`src/rtl/io_port_responder.sv`:
```
// io_port_responder
//   Memory-mapped I/O responder on the processor data bus. A four-word
//   register window at BASE_ADDR holds debounced switches (SW), sticky
//   switch rising-edge flags (EDGE), a 7-segment display digit (DISP) and a
//   free-running prescaled timer (TIMER). Reads are combinational and writes
//   commit on the rising clock edge.
//
// Ports
//   clock       rising-edge clock for all state
//   reset       asynchronous, active-low reset
//   dmemaddr    word address from the processor
//   dmemwdata   write data
//   dmemwrite   write enable
//   dmemread    read enable
//   io_sw0/1    raw asynchronous slide switches
//   dmemrdata   read data (zero unless a read hits the window)
//   io_hit      address falls inside the window
//   io_display  active-low segments {g,f,e,d,c,b,a}
module io_port_responder #(
  parameter logic [15:0] BASE_ADDR       = 16'hFFF0,
  parameter int          DEBOUNCE_CYCLES = 4,
  parameter int          PRESCALE        = 1
) (
  input  logic        clock,
  input  logic        reset,
  input  logic [15:0] dmemaddr,
  input  logic [15:0] dmemwdata,
  input  logic        dmemwrite,
  input  logic        dmemread,
  input  logic        io_sw0,
  input  logic        io_sw1,
  output logic [15:0] dmemrdata,
  output logic        io_hit,
  output logic [6:0]  io_display
);

  localparam logic [15:0] DB_LAST  = 16'(DEBOUNCE_CYCLES - 1);
  localparam logic [15:0] PRE_LAST = 16'(PRESCALE - 1);

  // Window compare is done in 17 bits so a window near the top of the
  // address space never aliases onto low addresses.
  logic [1:0] reg_sel;
  assign io_hit  = ({1'b0, dmemaddr} >= {1'b0, BASE_ADDR}) &&
                   ({1'b0, dmemaddr} <= ({1'b0, BASE_ADDR} + 17'd3));
  assign reg_sel = dmemaddr[1:0] - BASE_ADDR[1:0];

  logic wr_flag, wr_disp, wr_timer;
  assign wr_flag  = dmemwrite && io_hit && (reg_sel == 2'd1);
  assign wr_disp  = dmemwrite && io_hit && (reg_sel == 2'd2);
  assign wr_timer = dmemwrite && io_hit && (reg_sel == 2'd3);

  // Switch path: two-flop synchronizer, then a debouncer that only accepts
  // a new level after it has differed from the accepted one for
  // DEBOUNCE_CYCLES consecutive cycles.
  logic [1:0] sw_raw;
  logic [1:0] sw_db;
  logic [1:0] sw_rise;
  assign sw_raw = {io_sw1, io_sw0};

  genvar gi;
  generate
    for (gi = 0; gi < 2; gi++) begin : g_sw
      logic        sync1_reg;
      logic        sync2_reg;
      logic        db_reg;
      logic [15:0] cnt_reg;
      logic        settle;

      // This edge completes the required run of differing samples.
      assign settle = (sync2_reg != db_reg) && (cnt_reg == DB_LAST);

      always_ff @(posedge clock or negedge reset) begin
        if (!reset) begin
          sync1_reg <= 1'b0;
          sync2_reg <= 1'b0;
          db_reg    <= 1'b0;
          cnt_reg   <= '0;
        end else begin
          sync1_reg <= sw_raw[gi];
          sync2_reg <= sync1_reg;
          if (sync2_reg == db_reg) begin
            cnt_reg <= '0;
          end else if (settle) begin
            db_reg  <= sync2_reg;
            cnt_reg <= '0;
          end else begin
            cnt_reg <= cnt_reg + 16'd1;
          end
        end
      end

      assign sw_db[gi]   = db_reg;
      assign sw_rise[gi] = settle && sync2_reg;
    end
  endgenerate

  // Sticky edge flags: write-one-to-clear, a simultaneous new edge wins.
  logic [1:0] flag_reg;
  logic [1:0] flag_clr;
  assign flag_clr = wr_flag ? dmemwdata[1:0] : 2'b00;

  always_ff @(posedge clock or negedge reset) begin
    if (!reset) begin
      flag_reg <= 2'b00;
    end else begin
      flag_reg <= (flag_reg & ~flag_clr) | sw_rise;
    end
  end

  // Display register: [4] blank, [3:0] hex digit. Resets blank.
  logic [4:0] disp_reg;

  always_ff @(posedge clock or negedge reset) begin
    if (!reset) begin
      disp_reg <= 5'b10000;
    end else if (wr_disp) begin
      disp_reg <= dmemwdata[4:0];
    end
  end

  // Timer: a processor load overrides any increment due on the same edge
  // and restarts the prescale period.
  logic [15:0] timer_reg;
  logic [15:0] pre_reg;

  always_ff @(posedge clock or negedge reset) begin
    if (!reset) begin
      timer_reg <= '0;
      pre_reg   <= '0;
    end else if (wr_timer) begin
      timer_reg <= dmemwdata;
      pre_reg   <= '0;
    end else if (pre_reg == PRE_LAST) begin
      timer_reg <= timer_reg + 16'd1;
      pre_reg   <= '0;
    end else begin
      pre_reg   <= pre_reg + 16'd1;
    end
  end

  // Read mux: pre-edge register values, zero when no read hits the window.
  always_comb begin
    dmemrdata = 16'h0000;
    if (dmemread && io_hit) begin
      case (reg_sel)
        2'd0:    dmemrdata = {14'b0, sw_db};
        2'd1:    dmemrdata = {14'b0, flag_reg};
        2'd2:    dmemrdata = {11'b0, disp_reg};
        default: dmemrdata = timer_reg;
      endcase
    end
  end

  // Hex to active-low 7-segment {g,f,e,d,c,b,a}.
  always_comb begin
    io_display = 7'b1111111;
    if (!disp_reg[4]) begin
      case (disp_reg[3:0])
        4'h0:    io_display = 7'b1000000;
        4'h1:    io_display = 7'b1111001;
        4'h2:    io_display = 7'b0100100;
        4'h3:    io_display = 7'b0110000;
        4'h4:    io_display = 7'b0011001;
        4'h5:    io_display = 7'b0010010;
        4'h6:    io_display = 7'b0000010;
        4'h7:    io_display = 7'b1111000;
        4'h8:    io_display = 7'b0000000;
        4'h9:    io_display = 7'b0010000;
        4'hA:    io_display = 7'b0001000;
        4'hB:    io_display = 7'b0000011;
        4'hC:    io_display = 7'b1000110;
        4'hD:    io_display = 7'b0100001;
        4'hE:    io_display = 7'b0000110;
        default: io_display = 7'b0001110;
      endcase
    end
  end

endmodule

```
`config.mk`:
```
export PLATFORM = sky130hd
export DESIGN_NAME = io_port_responder
export DESIGN_NICKNAME = d
export VERILOG_FILES = /design/src/rtl/io_port_responder.sv
export SDC_FILE = /design/constraint.sdc
export NUM_CORES = 1
export LEC_CHECK = 0
export ABC_AREA = 1
export BUFFER_PORTS_ARGS = -buffer_cell sky130_fd_sc_hd__buf_2
export CAP_MARGIN = 30
export CORE_MARGIN = 3
export CORE_UTILIZATION = 30
export CTS_CLUSTER_SIZE = 12
export DETAILED_ROUTE_END_ITERATION = 7
export GPL_TIMING_DRIVEN = 0
export SYNTH_ARGS = -nofsm -noshare
export SYNTH_HDL_FRONTEND = slang
export SYNTH_SLANG_ARGS = --single-unit
export TNS_END_PERCENT = 20
```
`constraint.sdc`:
```
create_clock -name clock -period 2 [get_ports clock]
set_input_delay 0.4 -clock clock [delete_from_list [all_inputs] [get_ports clock]]
set_output_delay 0.4 -clock clock [all_outputs]
set_load 0.01 [all_outputs]
```
# After elaboration in Yosys (flattened, before gate mapping)
# Memory sizes are Yosys's and may differ from the RTL's.
# Index checks and enable logic that the tools add are counted.
# W data, S select, Z words.
# classes
add_sub_neg	4
n_lt_le_gt_ge	2
eq_ne	9
mux	12
bitwise	5
reduce_logical	15
# op_table
operator	count
$mux W16	9
$add A16 B1 Y16 const B	4
$pmux W16 S3	1
$eq A16 B2 Y1 const B	2
$ge A16 B16 Y1 const B	1
$le A16 B16 Y1 const B	1
$logic_not A16 Y1	1
$logic_and A1 B1 Y1	10
$mux W7	1
$eq A2 B2 Y1 const B	2
$reduce_and A2 Y1	2
$and A2 B2 Y2	1
$eq A1 B1 Y1	2
$eq A2 B1 Y1 const B	1
$logic_not A2 Y1	1
$mux W2	1
$ne A1 B1 Y1	2
$not A1 Y1	2
$not A2 Y2	1
$or A2 B2 Y2	1
$reduce_bool A2 Y1	1
# word_totals
regBits	77
mem_bits_ro	112
out_inout_bits	24
word_cells	60
memories	1
# mem_list
memory	depth	width	rd	rd_clocked_by_memory_dff	wr	line_no	rtl
(no name shown)	16	7	1	0	0	158	case (disp_reg[3:0])

# Depth between registers and ports, before layout
# Gate-level depths: netlist of run 1.
# depth
ltp_word	8
mapped_depth	11

# Least setup slack after synthesis of run 1
# No wires, ideal clock.
# synth_timing
path_kind	input port to output port
from	input port dmemaddr[7]
to	output port dmemrdata[0]
t_arrival_ns	1.287
required_ns	1.600
path_slack_ns	0.313
stages	8
n_path_buf	2
path_cell_list	nand2_1 nor2_1 nand3_1 nor2_2 buf_6 nand2_4 buf_6 nor2_1
# synth_via
elab_chain_cells	4
# synth_rtl
element	line_no	rtl
start, declared	26	input logic [15:0] dmemaddr,
$ge A16 B16 Y1 / $le A16 B16 Y1 (equally long branches)	43, 44	
$logic_and A1 B1 Y1 (*)	43	assign io_hit = ({1'b0, dmemaddr} >= {1'b0, BASE_ADDR}) &&
via io_hit	33	output logic io_hit,
$logic_and A1 B1 Y1 (*)	144	if (dmemread && io_hit) begin
$mux W16 (*)	144	
end, declared	32	output logic [15:0] dmemrdata,
# The timed path passes the listed nets; every way through them passes the cells marked *.

# Worst setup path after layout of run 1
# layout_timing
from	register disp_reg[0]
to	output port io_display[2]
# layout_via
elab_chain_cells	2
# layout_rtl
element	line_no	rtl
start, declared	111	logic [4:0] disp_reg;
start signal, assigned	117	disp_reg <= dmemwdata[4:0];
$mem_v2 Z16 W7	n/a	
$mux W7	157	if (!disp_reg[4]) begin
end, declared	34	output logic [6:0] io_display
# No other way between the ends.

==> results of run 1 <==
==> stage by stage <==
step	utilization [%]	cell area, µm²	setup WS [ps]	hold slack, ps
final	37.42	6010	17.65	167.0
after global placement	34.53	5545	-114.6	338.5
after floorplan	-	4970	312.8	104.4
after global routing	37.42	6010	-60.03	150.0
after detailed placement	34.72	5575	-104.9	248.6
after CTS	36.98	5938	3.430	152.9
==> synth_stat cells, types with 2 or more instances <==
cell type  number  share of area, %
xor2_1         24               4.2
nor3_2          9               1.8
nand3_2         2              0.40
nor3b_1         4              0.60
o21ai_0        13               1.3
xnor2_1         2              0.35
o21bai_1        2              0.30
buf_2           4              0.40
dfrtp_1        76                38
nand2_4         2              0.45
nand4_1        26               3.3
a31oi_1         3              0.38
nand3_1        66               6.6
nor2_1         91               6.9
a21oi_1         5              0.50
nand2_2         2              0.25
nor2_2          6              0.76
buf_6           5               1.1
nand2_1       166                13
o21ai_1         8              0.81
inv_1          99               7.5
inv_2           2              0.15
nor3_1         30               3.0
ha_1           11               2.8
nor2_4          2              0.45
or2_2           4              0.50
o2111ai_1       3              0.53
clkbuf_1        2              0.15
a21oi_2         3              0.53
==> cell type report <==
class | instances | area (µm²) | share of cell area (%)
multi-input cells | 495 | 2625 | 43.68
inverters | 102 | 389.1 | 6.475
clock inverters | 4 | 45.04 | 0.7495
clock buffers | 12 | 266.5 | 4.435
repair buffers | 68 | 382.9 | 6.371
well taps | 216 | 270.3 | 4.497
plain buffers | 12 | 101.3 | 1.686
flip-flops and latches | 77 | 1929 | 32.10
==> layer usage <==
metal	vias to the layer above	wire length (µm)	GRT usage, %	share of wire [%]
met5	-	34	0	0.27
met3	14	716	4.434	5.6
li1	2365	-	-	-
met1	2103	6353	20.38	50
met4	4	85	2.998	0.67
met2	109	5563	21.62	44
==> timing repair <==
item                                    CTS  global route
hold buffers                              1             0
pin swaps                                 0             2
endpoints found under the hold margin     7             0
resized for setup                         8            19
endpoints found under the setup margin   18            16
buffers inserted                          3             2
==> path summary, 6_finish.rpt <==
path,start,end,cells past startpoint
worst min-delay path,io_sw1,g_sw[1].sync1_reg,1
max in group asynchronous,reset,g_sw[1].cnt_reg[12],3
min in group asynchronous,reset,timer_reg[11],2
worst min register to register,g_sw[0].sync1_reg,g_sw[0].sync2_reg,0
worst max register to register,g_sw[1].cnt_reg[0],g_sw[1].db_reg,6
worst max-delay path,disp_reg[0],io_display[2],5
==> power breakdown <==
part,switching [mW],internal (mW)
logic,0.441,0.242
clock network,0.643,1.06
registers,0.141,1.68
total,1.23,2.98
==> layout by cell type, fill, tap and decap left out, types with 11 or more instances in the layout <==
master,n
inv_1,95
nor2_1,89
xor2_1,24
dfrtp_1,75
nand2_1,164
nor3_1,29
o21ai_1,11
buf_2,63
nand4_1,26
nand3_1,65
==> cells by family after synthesis <==
group / count (synthesis) / synth area share [%]
buffers and inverters: 114 / 9.517
and+or+nand+nor: 416 / 39.00
DFF: 77 / 38.80
xor gates and xnor gates: 27 / 4.909
adders and majority gates: 11 / 2.769
AOI/OAI and AO/OA: 41 / 5.010
==> worst register-to-register path, delay by kind of cell (launching register included) <==
family | cells | cell delay [ps]
adders and majority gates | 1 | 280
DFF | 1 | 430
AOI/OAI and AO/OA | 1 | 170
and+or+nand+nor | 4 | 750
==> flow_summary.json, run 1 <==
{
  "status": "completed",
  "portBuffers": 61,
  "drt_iter0_drc": 263,
  "antennaDiodeCount": 0,
  "antenna_found_initial": 2,
  "maxCapViolCount": 0,
  "drive_gt1_share_pct": 18.83,
  "coreArea_um2": 16060,
  "hold_class": "in2reg",
  "hold_viol": 0,
  "clkSinkCount": 77,
  "syn_nets": 735,
  "rows": 46,
  "wl_per_cell_um": 12.93,
  "grt_pass1_vias": 4304,
  "start_util_pct": 30.95,
  "cts_made_buffers": 9,
  "cts_tree": "done",
  "p_per_area_nw_per_um2": 700.4,
  "critical_path.max_fanout": 7,
  "syn_area_per_cell_um2": 7.245,
  "period_needed_ps": 1982,
  "slew_headroom_pct": 63.73,
  "drv_slew": 0,
  "setup_violations": 0,
  "clk_pin_slew_ps": 60,
  "synth_edf_count": 0,
  "gr-total-overflow": 0,
  "yosysSeqAreaShare_pct": 38.80,
  "rrSetupSlack_ps": 260,
  "postSynthCellCount": 686,
  "grt_max_degree": 70,
  "antenna_left": 0,
  "totalWireLength_um": 12750,
  "die_y_um": 134.7,
  "synth_ff_type": "dfrtp_1",
  "p_total_mw": 4.209,
  "cp.required_ps": 1600,
  "cp.arrival_ps": 1580,
  "placed_cells": 964,
  "max_freq_mhz": 504.5,
  "num-nets-final": 814,
  "syn2layout_area_growth_pct": 20.92,
  "period_share_pct": 99.12,
  "synth_cell_types": 43,
  "path_buf_inv": 3,
  "die_area_um2": 18150,
  "vias": 4595,
  "vias_per_cell": 4.660,
  "cp_cell_sequence": "inv_2, ha_1, inv_1, o311ai_1, buf_2",
  "finClkSkew_ps": 8.649,
  "max_slew.worst_pin.slew_ps": 544.0,
  "pin_count": 62,
  "rsz0062_at_grt": "yes",
  "firstDrtPassIters": 5,
  "clk_latency_ps": 340,
  "fillers": 1683,
  "leakagePower_nw": 2.844,
  "crit_slowest_cell": "dfrtp_1",
  "clock-root-buffer": "clkbuf_16",
  "tns_ps": 0,
  "place_congestion": 0.8414,
  "h-tree-depth": 3,
  "largest_register_ffs": 32,
  "grt_pass1_wl_um": 21070,
  "fin_cells": 986,
  "drc_errors": 0,
  "end_kind": "output port",
  "criticalPathCategory": "reg2out",
  "critPathLaunchType": "flop",
  "crit_family": "flip-flops",
  "slowest_delay_ps": 430,
  "synthesis.area_um2": 4970,
  "synth-seq-cells": 77,
  "grt_use_total_pct": 14.35,
  "yosys_warnings": 0,
  "clk_path_buf_depth": 2,
  "ir_drop_uv": 390.0,
  "place_hpwl_um": 9679,
  "synth-async-reset-ratio_pct": 100.0,
  "fp.dieW_um": 134.7
}
Power figures use the tool's default switching activity.
==> run 2: changes to the inputs <==
==> constraint.sdc (replaced) <==
create_clock -name clock -period 2 [get_ports clock]
set_input_delay 0 -clock clock [delete_from_list [all_inputs] [get_ports clock]]
set_output_delay 0 -clock clock [all_outputs]
set_load 0.01 [all_outputs]
==> flow_summary.json, run 2 (same netlist as run 1, synthesis figures left out) <==
{
  "antennaDiodeCount": 0,
  "clk_pin_slew_ps": 60,
  "cp-startpoint": "disp_reg[1]",
  "mostFrequentLayoutCells": "nand2_1, inv_1, nor2_1, dfrtp_1, nand3_1",
  "r2r_start": "g_sw[1].cnt_reg[0]",
  "ir_drop_uv": 391.8,
  "cts_setup_buffers": 0,
  "cp.arrival_ps": 1780,
  "rsz0062_at_grt": "no",
  "critPathLaunchType": "flop",
  "hold_class": "in2reg",
  "place_hpwl_um": 9679,
  "pin_count": 62,
  "finClkSkew_ps": 9.139,
  "drv_slew": 0,
  "firstDrtPassIters": 5,
  "cts_made_buffers": 9,
  "end_kind": "output port",
  "gr-total-overflow": 0,
  "coreArea_um2": 16060,
  "drt_iter0_drc": 255,
  "clock-root-buffer": "clkbuf_16",
  "wl_per_cell_um": 12.76,
  "grt_pass1_wl_um": 21140,
  "critical_path.max_fanout": 8,
  "p_per_area_nw_per_um2": 701.0,
  "clk_path_buf_depth": 2,
  "maxCapViolCount": 0,
  "tns_ps": 0,
  "hold_viol": 0,
  "rows": 46,
  "antenna_found_initial": 2,
  "max_slew.worst_pin.slew_ps": 593.1,
  "drc_errors": 0,
  "post-place-ws_ps": 323.9,
  "h-tree-depth": 3,
  "fillers": 1680,
  "place_congestion": 0.8414,
  "totalWireLength_um": 12700,
  "fp.dieW_um": 134.7,
  "die_y_um": 134.7,
  "setup_slack_ps": 215.6,
  "grt_use_total_pct": 14.38,
  "criticalPathCategory": "reg2out",
  "clkSinkCount": 77,
  "cts_tree": "done",
  "cp.required_ps": 2000,
  "vias_per_cell": 4.634,
  "leakagePower_nw": 2.878,
  "grt_max_degree": 70,
  "placed_cells": 964,
  "die_area_um2": 18150,
  "slew_headroom_pct": 60.46,
  "largest_register_ffs": 32,
  "mostFrequentLayoutCell": "nand2_1",
  "start_util_pct": 30.95,
  "drive_gt1_share_pct": 16.05,
  "period_needed_ps": 1784,
  "period_share_pct": 89.22,
  "syn2layout_area_growth_pct": 21.48,
  "vias": 4611,
  "min_from": "dmemwdata[13]",
  "num-nets-final": 823,
  "grt_pass1_vias": 4353,
  "clk_latency_ps": 340,
  "antenna_left": 0,
  "fin_util_pct": 37.60,
  "fin_cells": 995,
  "status": "completed",
  "setup_violations": 0,
  "portBuffers": 61,
  "max_freq_mhz": 560.4
}
==> run 2: path summary, 6_finish.rpt <==
kind                                     end  cells past startpoint  slack [ps]
setup / recovery               io_display[0]                      7         220
hold / removal                 timer_reg[13]                      5          20
setup reg to reg              g_sw[1].db_reg                      6         220
hold reg to reg            g_sw[0].sync2_reg                      0         350
max in group asynchronous        pre_reg[11]                      3        1380
min in group asynchronous      timer_reg[11]                      2          30
==> run 2: area by class of cell <==
type | count | area, µm² | share of cell area (%)
multi-input combinational | 495 | 2569 | 42.55
sequential | 77 | 1928 | 31.94
timing repair buffer | 77 | 485.5 | 8.041
inverter | 102 | 385.4 | 6.383
tap | 216 | 270.3 | 4.477
clock buffer | 12 | 266.5 | 4.415
buffer | 12 | 87.58 | 1.451
clock inverter | 4 | 45.04 | 0.7461
==> run 2: where the power goes <==
part | leakage [nW] | switching [mW] | internal [mW]
logic | 1.72 | 0.443 | 0.259
clock network | 0.158 | 0.647 | 1.06
registers | 0.996 | 0.141 | 1.68
total | 2.88 | 1.23 | 3.00
==> run 2: per-stage QoR <==
step,hold slack (ps),power (mW),cell area (µm²)
floorplan,-295.6,2.284,4970
global placement,108.7,2.513,5545
detailed placement,-151.4,2.528,5575
CTS,3.720,4.285,6037
global route,35.02,4.476,6037
finish,21.88,4.232,6037
==> run 2: repair_timing <==
action	in CTS	in global routing
hold buffers	15	0
endpoints found under the hold margin	98	0
gates resized for setup	0	0
==> run 2: layer usage <==
layer / track usage [%] / wire length, µm / up-vias
li1: - / - / 2380
met1: 20.43 / 6380 / 2102
met2: 21.82 / 5482 / 116
met3: 4.322 / 747 / 9
met4: 2.828 / 53 / 4
met5: 0 / 34 / -
==> run 2: worst max-delay path, cell delays in order, from the launching register on <==
cell	delay, ps
dfrtp_1	500
inv_1	130
ha_1	200
inv_1	90
nor3_1	60
a31oi_1	160
o2111ai_1	130
buf_2	160
==> run 3: changes to the inputs <==
--- a/config.mk
+++ b/config.mk
@@ -10,6 +10,7 @@
 export CAP_MARGIN = 30
 export CORE_MARGIN = 3
 export CORE_UTILIZATION = 30
+export CTS_BUF_LIST = sky130_fd_sc_hd__clkbuf_8
 export CTS_CLUSTER_SIZE = 12
 export DETAILED_ROUTE_END_ITERATION = 7
 export GPL_TIMING_DRIVEN = 0
==> flow_summary.json, run 3 (same netlist as run 1, synthesis figures left out) <==
{
  "antenna_found_initial": 2,
  "cts.repair.resized": 0,
  "critical_path.max_fanout": 8,
  "wl_per_cell_um": 12.75,
  "min_path_cells": 7,
  "antenna_left": 0,
  "portBuffers": 61,
  "mostFrequentLayoutCells": "nand2_1, inv_1, nor2_1, dfrtp_1, nand3_1",
  "clock-root-buffer": "clkbuf_8",
  "vias": 4624,
  "criticalPathCategory": "reg2out",
  "drive_gt1_share_pct": 15.94,
  "grt_use_total_pct": 14.46,
  "end_kind": "output port",
  "grt_pass1_vias": 4363,
  "clk_path_buf_depth": 2,
  "maxCapViolCount": 0,
  "syn2layout_area_growth_pct": 20.44,
  "largest_register_ffs": 32,
  "cts_tree": "done",
  "clkSinkCount": 77,
  "cts_made_buffers": 9,
  "place_hpwl_um": 9679,
  "p_sw_share_pct": 31.08,
  "firstDrtPassIters": 4,
  "coreArea_um2": 16060,
  "rows": 46,
  "cpMostUsedCell": "inv_1",
  "p_per_area_nw_per_um2": 634.0,
  "cp_cell_sequence": "inv_1, ha_1, inv_1, nor3_1, a31oi_1, o2111ai_1, buf_2",
  "die_y_um": 134.7,
  "fillers": 1684,
  "grt_max_degree": 70,
  "power_frac_clock_pct": 33.3,
  "num-nets-final": 828,
  "period_share_pct": 90.76,
  "fp.dieW_um": 134.7,
  "gr-total-overflow": 0,
  "clk_pin_slew_ps": 70,
  "h-tree-depth": 3,
  "start_util_pct": 30.95,
  "mostFrequentLayoutCell": "nand2_1",
  "setup_violations": 0,
  "p_sw_mw": 1.180,
  "drt_iter0_drc": 266,
  "slowest_delay_ps": 510,
  "hold_viol": 0,
  "crit_family": "flip-flops",
  "pin_count": 62,
  "pwr-share-comb_pct": 18.7,
  "path_buf_inv": 3,
  "seq_power_share_pct": 47.9,
  "drv_slew": 0,
  "rrSetupSlack_ps": 250,
  "critPathLaunchType": "flop",
  "place_congestion": 0.8414,
  "reg2regPathDepth": 6,
  "hold_class": "in2reg",
  "drc_errors": 0,
  "whs_ps": 101.7,
  "period_needed_ps": 1815,
  "rsz0062_at_grt": "no",
  "vias_per_cell": 4.624,
  "crit_slowest_cell": "dfrtp_1",
  "leakagePower_nw": 2.853,
  "antennaDiodeCount": 0,
  "max_slew.worst_pin.slew_ps": 612.8,
  "max_freq_mhz": 550.9,
  "cp.arrival_ps": 1820,
  "cp.depth": 7,
  "cp.required_ps": 2000,
  "cts_setup_buffers": 0,
  "totalWireLength_um": 12750,
  "status": "completed",
  "finClkSkew_ps": 13.68,
  "ir_drop_uv": 272.1,
  "grt_pass1_wl_um": 21190,
  "clk_latency_ps": 370,
  "slew_headroom_pct": 59.15,
  "die_area_um2": 18150,
  "p_int_mw": 2.615,
  "p_total_mw": 3.795,
  "tns_ps": 0
}
-- run 3: cell count changes in the layout (fill, tap and decap cells not counted), sizes merged --
| cell | change |
|---|---|
| dlygate4sd3 | +5 |
-- run 3: cell type report --
class,count,area [µm²],share of cell area (%)
clock buffers,12,165.2,2.759
flip-flops and latches,77,1928,32.21
inverters,102,385.4,6.438
multi-input cells,495,2569,42.91
plain buffers,12,87.58,1.463
well taps,216,270.3,4.515
repair buffers,82,535.5,8.946
clock inverters,4,45.04,0.7525
-- run 3: final timing paths --
check / from / end
min reg2reg: g_sw[0].sync1_reg / g_sw[0].sync2_reg
max reg2reg: g_sw[1].cnt_reg[0] / g_sw[1].db_reg
min: dmemaddr[1] / flag_reg[0]
max: disp_reg[1] / io_display[0]
min in group asynchronous: reset / disp_reg[4]
max in group asynchronous: reset / disp_reg[3]
-- run 3: what timing repair did --
item / CTS / global route
hold buffers: 20 / 0
endpoints found under the setup margin: 0 / 0
endpoints found under the hold margin: 102 / 0
-- run 3: power by group through the flow --
stage | logic [mW] | registers (mW) | clock network [mW]
3_5_place_dp | 0.684 | 1.84 | 0
5_1_grt | 0.810 | 1.84 | 1.39
4_1_cts | 0.716 | 1.82 | 1.32
2_1_floorplan | 0.477 | 1.81 | 0
3_3_place_gp | 0.668 | 1.85 | 0
6_report | 0.711 | 1.82 | 1.27
-- run 3: stage by stage --
stage	instances	setup WS [ps]	util (%)	instance area [µm²]
floorplan	686	570.5	-	4970
global placement	963	297.2	34.53	5545
detailed placement	964	323.9	34.72	5575
CTS	1000	192.0	37.28	5986
global route	1000	41.27	37.28	5986
finish	1000	184.7	37.28	5986
-- run 3: per-layer routing --
layer	up-vias	GRT usage (%)	wire, µm
li1	2391	-	-
met1	2113	20.59	6415
met3	11	4.210	694
met2	105	21.79	5531
met4	4	3.281	76
met5	-	0	27
-- run 3: worst reg2reg max path: cells and delay by family, from the launching register on --
family / cells / cell delay (ps)
flops: 1 / 440
fa+ha+maj: 1 / 280
compound gates: 1 / 170
simple gates: 4 / 750
